File: config.mk
export PLATFORM = sky130hd
export DESIGN_NAME = ava_pixel_writer_flat
export DESIGN_NICKNAME = d
export VERILOG_FILES = /design/src/rtl/ava_pkg.sv /design/src/rtl/ava_pixel_writer_if.sv /design/src/rtl/ava_pixel_writer.sv /design/src/flat_wrapper.sv
export SDC_FILE = /design/constraint.sdc
export NUM_CORES = 1
export LEC_CHECK = 0
export ABC_AREA = 1
export CAP_MARGIN = 40
export CORE_UTILIZATION = 40
export DETAILED_ROUTE_END_ITERATION = 8
export PLACE_DENSITY = 0.69
export SETUP_SLACK_MARGIN = 0.5
export SYNTH_ARGS = -nofsm -noshare
export SYNTH_HDL_FRONTEND = slang
export SYNTH_SLANG_ARGS = --single-unit
File: constraint.sdc
create_clock -name clk -period 2.1 [get_ports clk]
set_input_delay 0.315 -clock clk [delete_from_list [all_inputs] [get_ports clk]]
set_output_delay 0.315 -clock clk [all_outputs]
set_load 0.05 [all_outputs]
File: src/rtl/ava_pkg.sv
// Shared AVA width constants.
//   LINEAR_COORDS_BITS : width of a linear pixel coordinate
//   VRAM_ADDR_WIDTH    : width of a 32-bit VRAM word address (coords >> 2)
package ava_pkg;
    localparam int unsigned LINEAR_COORDS_BITS = 16;
    localparam int unsigned VRAM_ADDR_WIDTH    = 14;
endpackage

File: src/rtl/ava_pixel_writer_if.sv
// Bus bundle for ava_pixel_writer: pixel stream from the drawing/CPU side
// plus the byte-enabled VRAM write port.
//   px_valid/px_ready  : pixel handshake, transfer when both high at clk rise
//   px_coords          : linear pixel coordinate
//   px_index           : 8-bit palette index
//   px_last            : flush buffer after this pixel
//   vram_a/vram_d      : VRAM word address / write data
//   vram_we            : byte enables, non-zero means write request
//   vram_gnt           : VRAM accepts the pending write this cycle
// modport master: system side (drives pixels and grant)
// modport slave : the pixel writer
interface ava_pixel_writer_if;
    import ava_pkg::*;

    logic                          px_valid;
    logic                          px_ready;
    logic [LINEAR_COORDS_BITS-1:0] px_coords;
    logic [7:0]                    px_index;
    logic                          px_last;
    logic [VRAM_ADDR_WIDTH-1:0]    vram_a;
    logic [31:0]                   vram_d;
    logic [3:0]                    vram_we;
    logic                          vram_gnt;

    modport master (
        output px_valid, px_coords, px_index, px_last, vram_gnt,
        input  px_ready, vram_a, vram_d, vram_we
    );

    modport slave (
        input  px_valid, px_coords, px_index, px_last, vram_gnt,
        output px_ready, vram_a, vram_d, vram_we
    );
endinterface

File: src/rtl/ava_pixel_writer.sv
// ava_pixel_writer: packs 8-bit palette indices four per 32-bit VRAM word
// (lane k = coords[1:0] at bits 8k+7:8k) and issues byte-enabled writes.
// Ports:
//   clk   : clock, rising edge
//   reset : asynchronous active-high reset
//   bus   : ava_pixel_writer_if.slave (pixel stream + VRAM write port)
//   busy  : buffer holds data or a write is pending
module ava_pixel_writer
    import ava_pkg::*;
(
    input  logic                clk,
    input  logic                reset,
    ava_pixel_writer_if.slave   bus,
    output logic                busy
);

    typedef enum logic [1:0] {EMPTY, FILL, WRITE} state_t;

    state_t                     state, state_nx;
    logic [31:0]                word_q;
    logic [3:0]                 mask_q;
    logic [VRAM_ADDR_WIDTH-1:0] addr_q;

    logic [VRAM_ADDR_WIDTH-1:0] px_word;
    logic [1:0]                 px_lane;
    logic [3:0]                 lane_bit;
    logic                       addr_match;
    logic                       ready_c;
    logic                       accept;

    always_comb begin
        px_word    = VRAM_ADDR_WIDTH'(bus.px_coords >> 2);
        px_lane    = bus.px_coords[1:0];
        lane_bit   = 4'b0001 << px_lane;
        addr_match = (px_word == addr_q);
    end

    // In FILL a pixel for another word is refused and triggers the flush;
    // it is re-offered by the source once the buffer is EMPTY again.
    always_comb begin
        state_nx = state;
        ready_c  = 1'b0;
        unique case (state)
            EMPTY: begin
                ready_c = 1'b1;
                if (bus.px_valid)
                    state_nx = bus.px_last ? WRITE : FILL;
            end
            FILL: begin
                if (bus.px_valid) begin
                    if (addr_match) begin
                        ready_c = 1'b1;
                        if (((mask_q | lane_bit) == 4'b1111) || bus.px_last)
                            state_nx = WRITE;
                    end else begin
                        state_nx = WRITE;
                    end
                end
            end
            WRITE: begin
                if (bus.vram_gnt)
                    state_nx = EMPTY;
            end
            default: state_nx = EMPTY;
        endcase
    end

    assign accept = bus.px_valid && ready_c;

    always_ff @(posedge clk or posedge reset) begin
        if (reset)
            state <= EMPTY;
        else
            state <= state_nx;
    end

    always_ff @(posedge clk or posedge reset) begin
        if (reset) begin
            word_q <= '0;
            mask_q <= '0;
            addr_q <= '0;
        end else if (accept) begin
            if (state == EMPTY) begin
                addr_q <= px_word;
                mask_q <= lane_bit;
            end else begin
                mask_q <= mask_q | lane_bit;
            end
            word_q[{px_lane, 3'b000} +: 8] <= bus.px_index;
        end else if ((state == WRITE) && bus.vram_gnt) begin
            mask_q <= '0;
        end
    end

    // vram_we is gated by the state register so an async reset drops it at once.
    assign bus.px_ready = ready_c;
    assign bus.vram_a   = addr_q;
    assign bus.vram_d   = word_q;
    assign bus.vram_we  = (state == WRITE) ? mask_q : 4'b0000;
    assign busy         = (state != EMPTY);

endmodule

File: src/flat_wrapper.sv
// flat-port wrapper written by rule: the top's interface ports become plain ports
module ava_pixel_writer_flat import ava_pkg::*;
  (clk, reset, busy, bus_px_valid, bus_px_coords, bus_px_index, bus_px_last, bus_vram_gnt, bus_px_ready, bus_vram_a, bus_vram_d, bus_vram_we);
  ava_pixel_writer_if bus_i ();
  input  logic clk;
  input  logic reset;
  output logic busy;
  input wire logic [$bits(bus_i.px_valid)-1:0] bus_px_valid;
  input wire logic [$bits(bus_i.px_coords)-1:0] bus_px_coords;
  input wire logic [$bits(bus_i.px_index)-1:0] bus_px_index;
  input wire logic [$bits(bus_i.px_last)-1:0] bus_px_last;
  input wire logic [$bits(bus_i.vram_gnt)-1:0] bus_vram_gnt;
  output wire logic [$bits(bus_i.px_ready)-1:0] bus_px_ready;
  output wire logic [$bits(bus_i.vram_a)-1:0] bus_vram_a;
  output wire logic [$bits(bus_i.vram_d)-1:0] bus_vram_d;
  output wire logic [$bits(bus_i.vram_we)-1:0] bus_vram_we;
  assign bus_i.px_valid = bus_px_valid;
  assign bus_i.px_coords = bus_px_coords;
  assign bus_i.px_index = bus_px_index;
  assign bus_i.px_last = bus_px_last;
  assign bus_i.vram_gnt = bus_vram_gnt;
  assign bus_px_ready = bus_i.px_ready;
  assign bus_vram_a = bus_i.vram_a;
  assign bus_vram_d = bus_i.vram_d;
  assign bus_vram_we = bus_i.vram_we;
  ava_pixel_writer u_core (.clk(clk), .reset(reset), .bus(bus_i), .busy(busy));
endmodule
# Word level (Yosys, flattened, before mapping)

Cells that the tools add are included.

Register bits after elaboration: 52
Bits of input ports: 29
Output and inout bits: 52
Word-level logic and storage cells: 40

Add/sub/neg operators: 1
Equal/unequal tests: 8
Shift operators: 3
Muxes and demuxes: 15
Bitwise gates (word level): 1
Reduce and logical (&&, ||, !) cells: 8

Operators by type and width:

| cell                     | number |
|---|---|
| $bwmux W32               | 1 |
| $shift A8 B7 Y32 const A | 1 |
| $shiftx A8 B7 Y32        | 1 |
| $mux W4                  | 4 |
| $eq A14 B14 Y1           | 1 |
| $mux W2                  | 6 |
| $neg A5 Y7               | 1 |
| $ne A2 B2 Y1 const B     | 3 |
| $pmux W2 S3              | 1 |
| $eq A4 B4 Y1 const B     | 1 |
| $or A4 B4 Y4             | 1 |
| $reduce_and A4 Y1        | 1 |
| $reduce_bool A2 Y1       | 2 |
| $shl A1 B2 Y4 const A    | 1 |
| $ne A3 B3 Y1 const B     | 1 |
| $eq A2 B1 Y1 const B     | 1 |
| $eq A2 B2 Y1 const B     | 1 |
| $logic_and A1 B1 Y1      | 2 |
| $logic_not A2 Y1         | 1 |
| $mux W1                  | 2 |
| $pmux W1 S2              | 1 |
| $reduce_and A2 Y1        | 1 |
| $logic_or A1 B1 Y1       | 1 |

# Logic depth before layout (Yosys ltp)

Gate-level depths: netlist of run 1.

Depth after elaboration: 8
Gate-level depth with buffers: 12

# Least setup slack after synthesis of run 1

Ideal clock, no wire load.

Path type: flip-flop to output port
Start point: register u_core.addr_q[1], in the netlist u_core.bus.vram_a[1]
End point: output bus_px_ready
Arrival: 1.525 ns
Data required time: 1.785 ns
Path slack: 0.260 ns
Cell stages (with the launch flop): 10
Cells stage by stage: dfrtp_1 -> inv_1 -> nand2_1 -> nand2_1 -> nor2_1 -> nand2_1 -> nor2_2 -> nand3_1 -> nand2_2 -> buf_4

Longest elaborated chain between the ends: 4

RTL lines:

| element                | line                   | text |
|---|---|---|
| from (decl)            | ava_pixel_writer.sv:22 | `logic [VRAM_ADDR_WIDTH-1:0] addr_q;` |
| from (signal assigned) | ava_pixel_writer.sv:84 | `addr_q <= px_word;` |
| $eq A14 B14 Y1         | ava_pixel_writer.sv:35 | `addr_match = (px_word == addr_q);` |
| $mux W1                | ava_pixel_writer.sv:51 | `if (addr_match) begin` |
| $mux W1                | ava_pixel_writer.sv:50 | `if (bus.px_valid) begin` |
| $pmux W1 S2            | ava_pixel_writer.sv:43 | `unique case (state)` |
| to (decl)              | flat_wrapper.sv:13     | `output wire logic [$bits(bus_i.px_ready)-1:0] bus_px_ready;` |

No other way between the ends.

# Final worst setup path of run 1

Ends and elaborated chain as after synthesis.

==> reports/results.tsv, run 1 <==
stage	metric	value	unit
outcome	status	completed	
route	via density per instance	4.95	
placed_design	input/output buffers	80	
logic_synthesis	Yosys top cell area share	45.8	%
logic_synthesis	syn avg cell area	7.42	sq um
worst_setup_path	crit start category	flip-flop	
cts	# H-tree levels	2	
die	Die X	86.3	um
cells_and_area	nets@finish	517	
logic_synthesis	synth warn	0	
logic_synthesis	Async SR Flop Fraction	100	%
global_route	total global routing track utilization	21.4	%
route	Vias	2861	
cts	Post-CTS Hold Fix Bufs	0	
sta	min Tclk post-route	1950	ps
logic_synthesis	Mapped Area	0.00284	sq mm
worst_setup_path	Setup CP Type	reg -> out	
cells_and_area	Util after Layout	60.5	%
sta	Worst Tran Pin Value	527	ps
global_route	initial antenna violation count	0	
pwr	Max VDD drop	0.637	mV
die	initial core utilization	41.6	%
cts	CTS tree	done	
logic_synthesis	Synth cell types	20	
placed_design	GPL Wtd Cong	0.878	
sta	Slew Limit Fails	0	
route	drt total wl	7.54	mm
sta	f_max	0.512	GHz
worst_setup_path	CP max stage delay	450	ps
cells_and_area	layout cells sized above 1	20.1	%
route	Detailed Route Iter0 Violations	251	
pwr	Pwr Total	0.00525	W
sta	Tcrit/Tclk final	93.0	%
route	Pre-antenna DRT Iters	4	
cells_and_area	most frequent cells in the layout	nand2_1 (118), dlygate4sd2_1 (53), inv_1 (46), dfrtp_1 (38), nand4_1 (34)	
cells_and_area	Area Growth Syn to Fin	45.3	%
sta	Setup violations, final	0	
logic_synthesis	largest area contributor in the netlist	dfrtp_1	
logic_synthesis	register area share after synthesis	45.8	%
global_route	gr ovfl total	0	
worst_setup_path	Crit-path slowest cell	dfrtp_2	
cells_and_area	# diodes	0	
cts	CTS Buf Count	5	
placed_design	post-DP HPWL	5.23	mm
worst_setup_path	WP data arrival	1640	ps
cells_and_area	commonest non-fill, non-tap cell in the layout	nand2_1	
global_route	global-route wire length before repair	12.6	mm
die	core area	0.00683	sq mm
worst_setup_path	Worst Setup End Kind	output pin	
logic_synthesis	cells after synthesis	383	
route	Antenna Nets Post-Route	0	
worst_setup_path	crit-path cells	nand2_2, nand2_1, nor2_1, nand2_1, nor2_2, nand3_1, nand2_2, buf_12, buf_12	
die	Top-Level Pins	81	
sta	Hold WS	365	ps
die	die area	0.00745	sq mm
sta	Max Clock Skew	9.68	ps
placed_design	pre-CTS WS	-176	ps
cts	Longest Clk Path Bufs	2	
pwr	pwr dens	1270	mW/mm^2
worst_setup_path	Worst EP required	1780	ps
route	WL/cell	13.1	um
die	Die H	86.3	um
logic_synthesis	Synth Flop Type	dfrtp_1	
worst_setup_path	worst-path fanout max	4	
logic_synthesis	Synth area leaders	dfrtp_1 (46%), nand2_1 (18%), nand4_1 (7.5%), inv_1 (6.7%), nor3_1 (4.2%)	
job	max-cap violation count	0	
sta	Slew HR	65.0	%
route	detailed-route DRC error count	0	
sta	PnR worst setup slack	148	ps
global_route	pin count of the biggest net entering global routing	42	
sta	final hold violations	0	
logic_synthesis	Post-synth EDFFs	0	
worst_hold_path	worst hold path class	in -> async	
sta	RSZ-0062 raised after global routing	true	
pwr	Leak	2.27	nW
cts	worst skew pair latency	310	ps
logic_synthesis	Synth Net Count	419	
cts	Clock Root Buffer	clkbuf_8	
die	row count	30	
cts	CTS clk-pin slew, worst paths	100	ps
logic_synthesis	Seq cells post-synth	52	
cts	TritonCTS Sinks	52	
global_route	vias in the first global route	2693	
-- critical path: cells and delay by family, from the launching register on --
kind	cells	cell delay, ps
flops	1	450
buf+inv	2	230
simple gates	7	640
-- path summary, 6_finish.rpt --
kind / end / startpoint / depth (start not counted) / slack [ps]
min reg2reg: u_core.bus.vram_d[17] / u_core.bus.vram_d[17] / 2 / 470
max reg2reg: u_core.bus.vram_d[4] / u_core.bus.vram_a[1] / 14 / 180
min in group clk: u_core.bus.vram_a[5] / bus_px_coords[7] / 3 / 420
min: u_core.bus.vram_d[13] / reset / 2 / 370
max: bus_px_ready / u_core.bus.vram_a[1] / 9 / 150
max in group asynchronous: u_core.bus.vram_a[6] / reset / 3 / 1200
-- final cells by class --
class	instances	area, sq um
Tap cell	96	120
Inverter	52	199
Fill cell	641	2700
Multi-Input combinational cell	263	1370
Timing Repair Buffer	107	1040
Sequential cell	52	1320
Clock inverter	2	16.3
Clock buffer	6	72.6
-- repair_timing --
action                                  in CTS  in global routing
cloned                                       1                  0
pin swaps                                   15                 12
endpoints found under the setup margin      90                 48
gates resized for setup                     84                 32
setup buffers                               10                  2
-- logic make-up after synthesis --
kind of cell | count (synthesis) | synth area share, %
AOI/OAI and AO/OA | 21 | 3.74
xor gates and xnor gates | 2 | 0.616
adders and majority gates | 7 | 3.08
buffers and inverters | 68 | 10.6
DFF | 52 | 45.8
muxes | 2 | 0.792
and+or+nand+nor | 231 | 35.4
-- flip-flops by register name, indices dropped and copies added, names as in the netlist --
register / count
u_core.mask_q: 4
u_core.bus.vram_a: 14
u_core.state: 2
u_core.bus.vram_d: 32
-- Yosys cell counts (2+ instances only) --
library cell / instances
nand3_1: 13
clkbuf_1: 5
xnor2_1: 2
nor3_1: 24
buf_2: 7
mux2_2: 2
o21ai_0: 19
nor2_2: 2
buf_8: 3
nand2_1: 133
ha_1: 7
inv_1: 51
nand4_1: 34
dfrtp_1: 52
nor2_1: 24
-- power breakdown --
part           switching (W)  total (W)  internal, W
Clock               0.000345   0.000584     0.000238
Combinational        0.00201    0.00311      0.00110
Sequential          0.000235    0.00156      0.00133
-- through the flow --
stage / setup TNS [ps] / instances / cell area [sq um]
global route: 0 / 578 / 4130
global placement: -3950 / 557 / 3830
finish: 0 / 578 / 4130
CTS: 0 / 576 / 4060
detailed placement: -4770 / 557 / 3830
floorplan: 0 / 383 / 2880
-- routing by layer --
metal,vias to the layer above,share of wire (%),routed length (um),GRT usage (%)
li1,1425,-,-,-
met1,1339,46,3440,28.7
met2,84,48,3590,34.8
met3,13,4.8,359,3.90
met4,0,2.0,153,7.73
met5,-,0,0,0
Note: power is estimated with default switching activity, not from simulation.
==> run 2, diff against run 1 <==
--- a/config.mk
+++ b/config.mk
@@ -6,10 +6,10 @@
 export NUM_CORES = 1
 export LEC_CHECK = 0
 export ABC_AREA = 1
-export CAP_MARGIN = 40
-export CORE_UTILIZATION = 40
+export CORE_UTILIZATION = 25
+export CTS_BUF_LIST = sky130_fd_sc_hd__clkbuf_2 sky130_fd_sc_hd__clkbuf_4 sky130_fd_sc_hd__clkbuf_8
 export DETAILED_ROUTE_END_ITERATION = 8
-export PLACE_DENSITY = 0.69
+export PLACE_DENSITY = 0.47
 export SETUP_SLACK_MARGIN = 0.5
 export SYNTH_ARGS = -nofsm -noshare
 export SYNTH_HDL_FRONTEND = slang
==> run 2 against run 1 <==
Net effect: worst setup slack improved by 41 ps; die area is 58% higher; first-iteration DRC count is 41% lower; cell area is 1.7% higher; wire length up 8.7%; sequential cell count unchanged; clock power increased by 11%; combinational power is essentially flat; sequential share of layout area is 0.52 points lower; total power increased by 0.86%; largest cell class unchanged; highest routed layer unchanged.
==> reports/results.tsv, run 2 (synthesis gave the netlist of run 1 again) <==
stage	metric	value	unit	change
outcome	status	completed		unchanged
sta	Slew Limit Fails	0		unchanged
pwr	Seq pwr share	29.3	%	was 29.7%
cts	Clock Root Buffer	clkbuf_8		unchanged
sta	RSZ-0062 raised after global routing	true		unchanged
worst_setup_path	crit start category	flip-flop		unchanged
worst_setup_path	CP max stage delay	440	ps	was 450 ps
cts	TritonCTS Sinks	52		unchanged
worst_setup_path	Crit-path slowest cell	dfrtp_2		unchanged
cells_and_area	Layout Cells excl Fill	624		was 578
cts	# H-tree levels	2		unchanged
die	Die X	109	um	was 86.3 um
worst_setup_path	Worst Setup End Kind	output pin		unchanged
route	detailed-route DRC error count	0		unchanged
cells_and_area	most frequent cells in the layout	nand2_1 (131), dlygate4sd2_1 (53), inv_1 (45), dfrtp_1 (38), nand4_1 (34)		was nand2_1 (118), dlygate4sd2_1 (53), inv_1 (46), dfrtp_1 (38), nand4_1 (34)
sta	Slew HR	63.8	%	was 65.0%
pwr	part of the power in combinational logic	58.4	%	was 59.2%
sta	Setup violations, final	0		unchanged
worst_setup_path	crit-path cells	nand2_1, nand2_1, nor2_1, nand2_1, nor2_2, nand3_1, nand2_2, buf_12, buf_12		was nand2_2, nand2_1, nor2_1, nand2_1, nor2_2, nand3_1, nand2_2, buf_12, buf_12
cells_and_area	area of the multi-input gates	0.00133	sq mm	was 0.00137 sq mm
cts	CTS tree	done		unchanged
route	Detailed Route Iter0 Violations	148		was 251
die	die area	0.0118	sq mm	was 0.00745 sq mm
cells_and_area	Area Growth Syn to Fin	47.7	%	was 45.3%
global_route	total global routing track utilization	14.5	%	was 21.4%
sta	PnR worst setup slack	188	ps	was 148 ps
route	Antenna Nets Post-Route	0		unchanged
die	Top-Level Pins	81		unchanged
cells_and_area	commonest non-fill, non-tap cell in the layout	nand2_1		unchanged
sta	min Tclk post-route	1910	ps	was 1950 ps
global_route	vias in the first global route	2738		was 2693
cells_and_area	# fillers	1168		was 641
global_route	initial antenna violation count	0		unchanged
sta	Max Clock Skew	9.69	ps	was 9.68 ps
cells_and_area	nets@finish	519		was 517
cells_and_area	FF+latch area	0.00132	sq mm	unchanged
sta	final hold violations	0		unchanged
pwr	pwr dens	1260	mW/mm^2	was 1270 mW/mm^2
die	row count	38		was 30
worst_setup_path	Worst EP required	1780	ps	about the same
route	Vias	2776		was 2861
cells_and_area	layout cells sized above 1	17.4	%	was 20.1%
global_route	gr ovfl total	0		unchanged
global_route	pin count of the biggest net entering global routing	42		unchanged
cts	Post-CTS Hold Fix Bufs	0		unchanged
sta	setup TNS	0	ps	unchanged
pwr	Max VDD drop	0.550	mV	was 0.637 mV
cts	worst skew pair latency	300	ps	was 310 ps
worst_setup_path	crit-path leading delay family	simple AND/OR/NAND/NOR gates		unchanged
placed_design	Cells after DPL	609		was 557
route	via density per instance	4.45		was 4.95
placed_design	post-DP HPWL	5.99	mm	was 5.23 mm
worst_setup_path	Setup CP Type	reg -> out		unchanged
worst_setup_path	WP data arrival	1600	ps	was 1640 ps
job	max-cap violation count	0		unchanged
pwr	switching power	0.00259	W	about the same
sta	f_max	0.523	GHz	was 0.512 GHz
pwr	Net Sw Frac	48.9	%	was 49.2%
sta	Worst Tran Pin Value	545	ps	was 527 ps
die	Die H	109	um	was 86.3 um
cts	CTS clk-pin slew, worst paths	100	ps	about the same
cts	Longest Clk Path Bufs	2		unchanged
die	initial core utilization	26.0	%	was 41.6%
pwr	P_int	0.00271	W	was 0.00267 W
route	WL/cell	13.1	um	about the same
placed_design	pre-CTS WS	25.3	ps	was -176 ps
pwr	clock share of power	12.3	%	was 11.1%
cts	CTS Buf Count	5		unchanged
sta	Tcrit/Tclk final	91.0	%	was 93.0%
worst_setup_path	worst-path fanout max	4		unchanged
pwr	Leak	2.28	nW	was 2.27 nW
worst_setup_path	WP buf/inv	2		unchanged
cells_and_area	# diodes	0		unchanged
placed_design	input/output buffers	80		unchanged
worst_hold_path	worst hold path class	in -> async		unchanged
global_route	global-route wire length before repair	13.4	mm	was 12.6 mm
route	drt total wl	8.20	mm	was 7.54 mm
route	Pre-antenna DRT Iters	4		unchanged
worst_setup_path	most frequent CP cell	nand2_1		
cells_and_area	max FFs per register	32		unchanged
die	core area	0.0109	sq mm	was 0.00683 sq mm
placed_design	GPL Wtd Cong	0.782		was 0.878
-- run 2: cell count changes in the layout (fill, tap and decap cells not counted), sizes merged --
cell / previous run / this run
buf: 32 / 33
bufbuf: 1 / 0
clkbuf: 8 / 10
clkdlybuf4s15: 3 / 5
clkinv: 2 / 1
clkinvlp: 2 / 1
-- run 2: per-stage QoR --
step,total power (W),instance area [sq um],utilization (%),hold slack (ps)
finish,0.00530,4200,38.4,342
global route,0.00565,4200,38.4,350
CTS,0.00525,4120,37.7,348
detailed placement,0.00449,3940,36.0,462
global placement,0.00445,3940,36.0,455
floorplan,0.00351,2880,-,370
-- run 2: area by class of cell --
cell class              instances  share of cell area [%]
inverters                      52                    4.80
clock buffers                   8                    2.47
well taps                     140                    4.17
flip-flops and latches         52                    31.4
repair buffers                109                    25.5
multi-input cells             263                    31.6
-- run 2: final timing paths --
check                                           start                    end  slack (ps)  cells after the start
worst max register to register   u_core.bus.vram_a[6]   u_core.bus.vram_d[7]         240                     14
worst min register to register  u_core.bus.vram_d[28]  u_core.bus.vram_d[28]         480                      2
worst max-delay path             u_core.bus.vram_a[6]           bus_px_ready         190                      9
max in group asynchronous                       reset   u_core.bus.vram_d[0]        1250                      3
worst min-delay path                            reset   u_core.bus.vram_a[9]         340                      2
min in group clk                    bus_px_coords[12]  u_core.bus.vram_a[10]         410                      3
-- run 2: what timing repair did --
action,in CTS,in global routing
gates cloned,1,1
resized for setup,86,22
setup buffers,5,0
pin swaps,14,9
endpoints found under the setup margin,90,49
-- run 2: power by group through the flow --
stage / sequential [W] / combinational [W] / clock, W
floorplan: 0.00243 / 0.00108 / 0
global placement: 0.00158 / 0.00288 / 0
detailed placement: 0.00158 / 0.00291 / 0
CTS: 0.00155 / 0.00302 / 0.000687
global route: 0.00160 / 0.00333 / 0.000723
finish: 0.00155 / 0.00309 / 0.000651
-- run 2: routing by layer --
| layer | GRT usage (%) | wire length [um] |
|---|---|---|
| met2 | 23.2 | 3730 |
| met5 | 0 | 0 |
| met3 | 2.99 | 453 |
| met4 | 3.57 | 65 |
| met1 | 19.9 | 3950 |
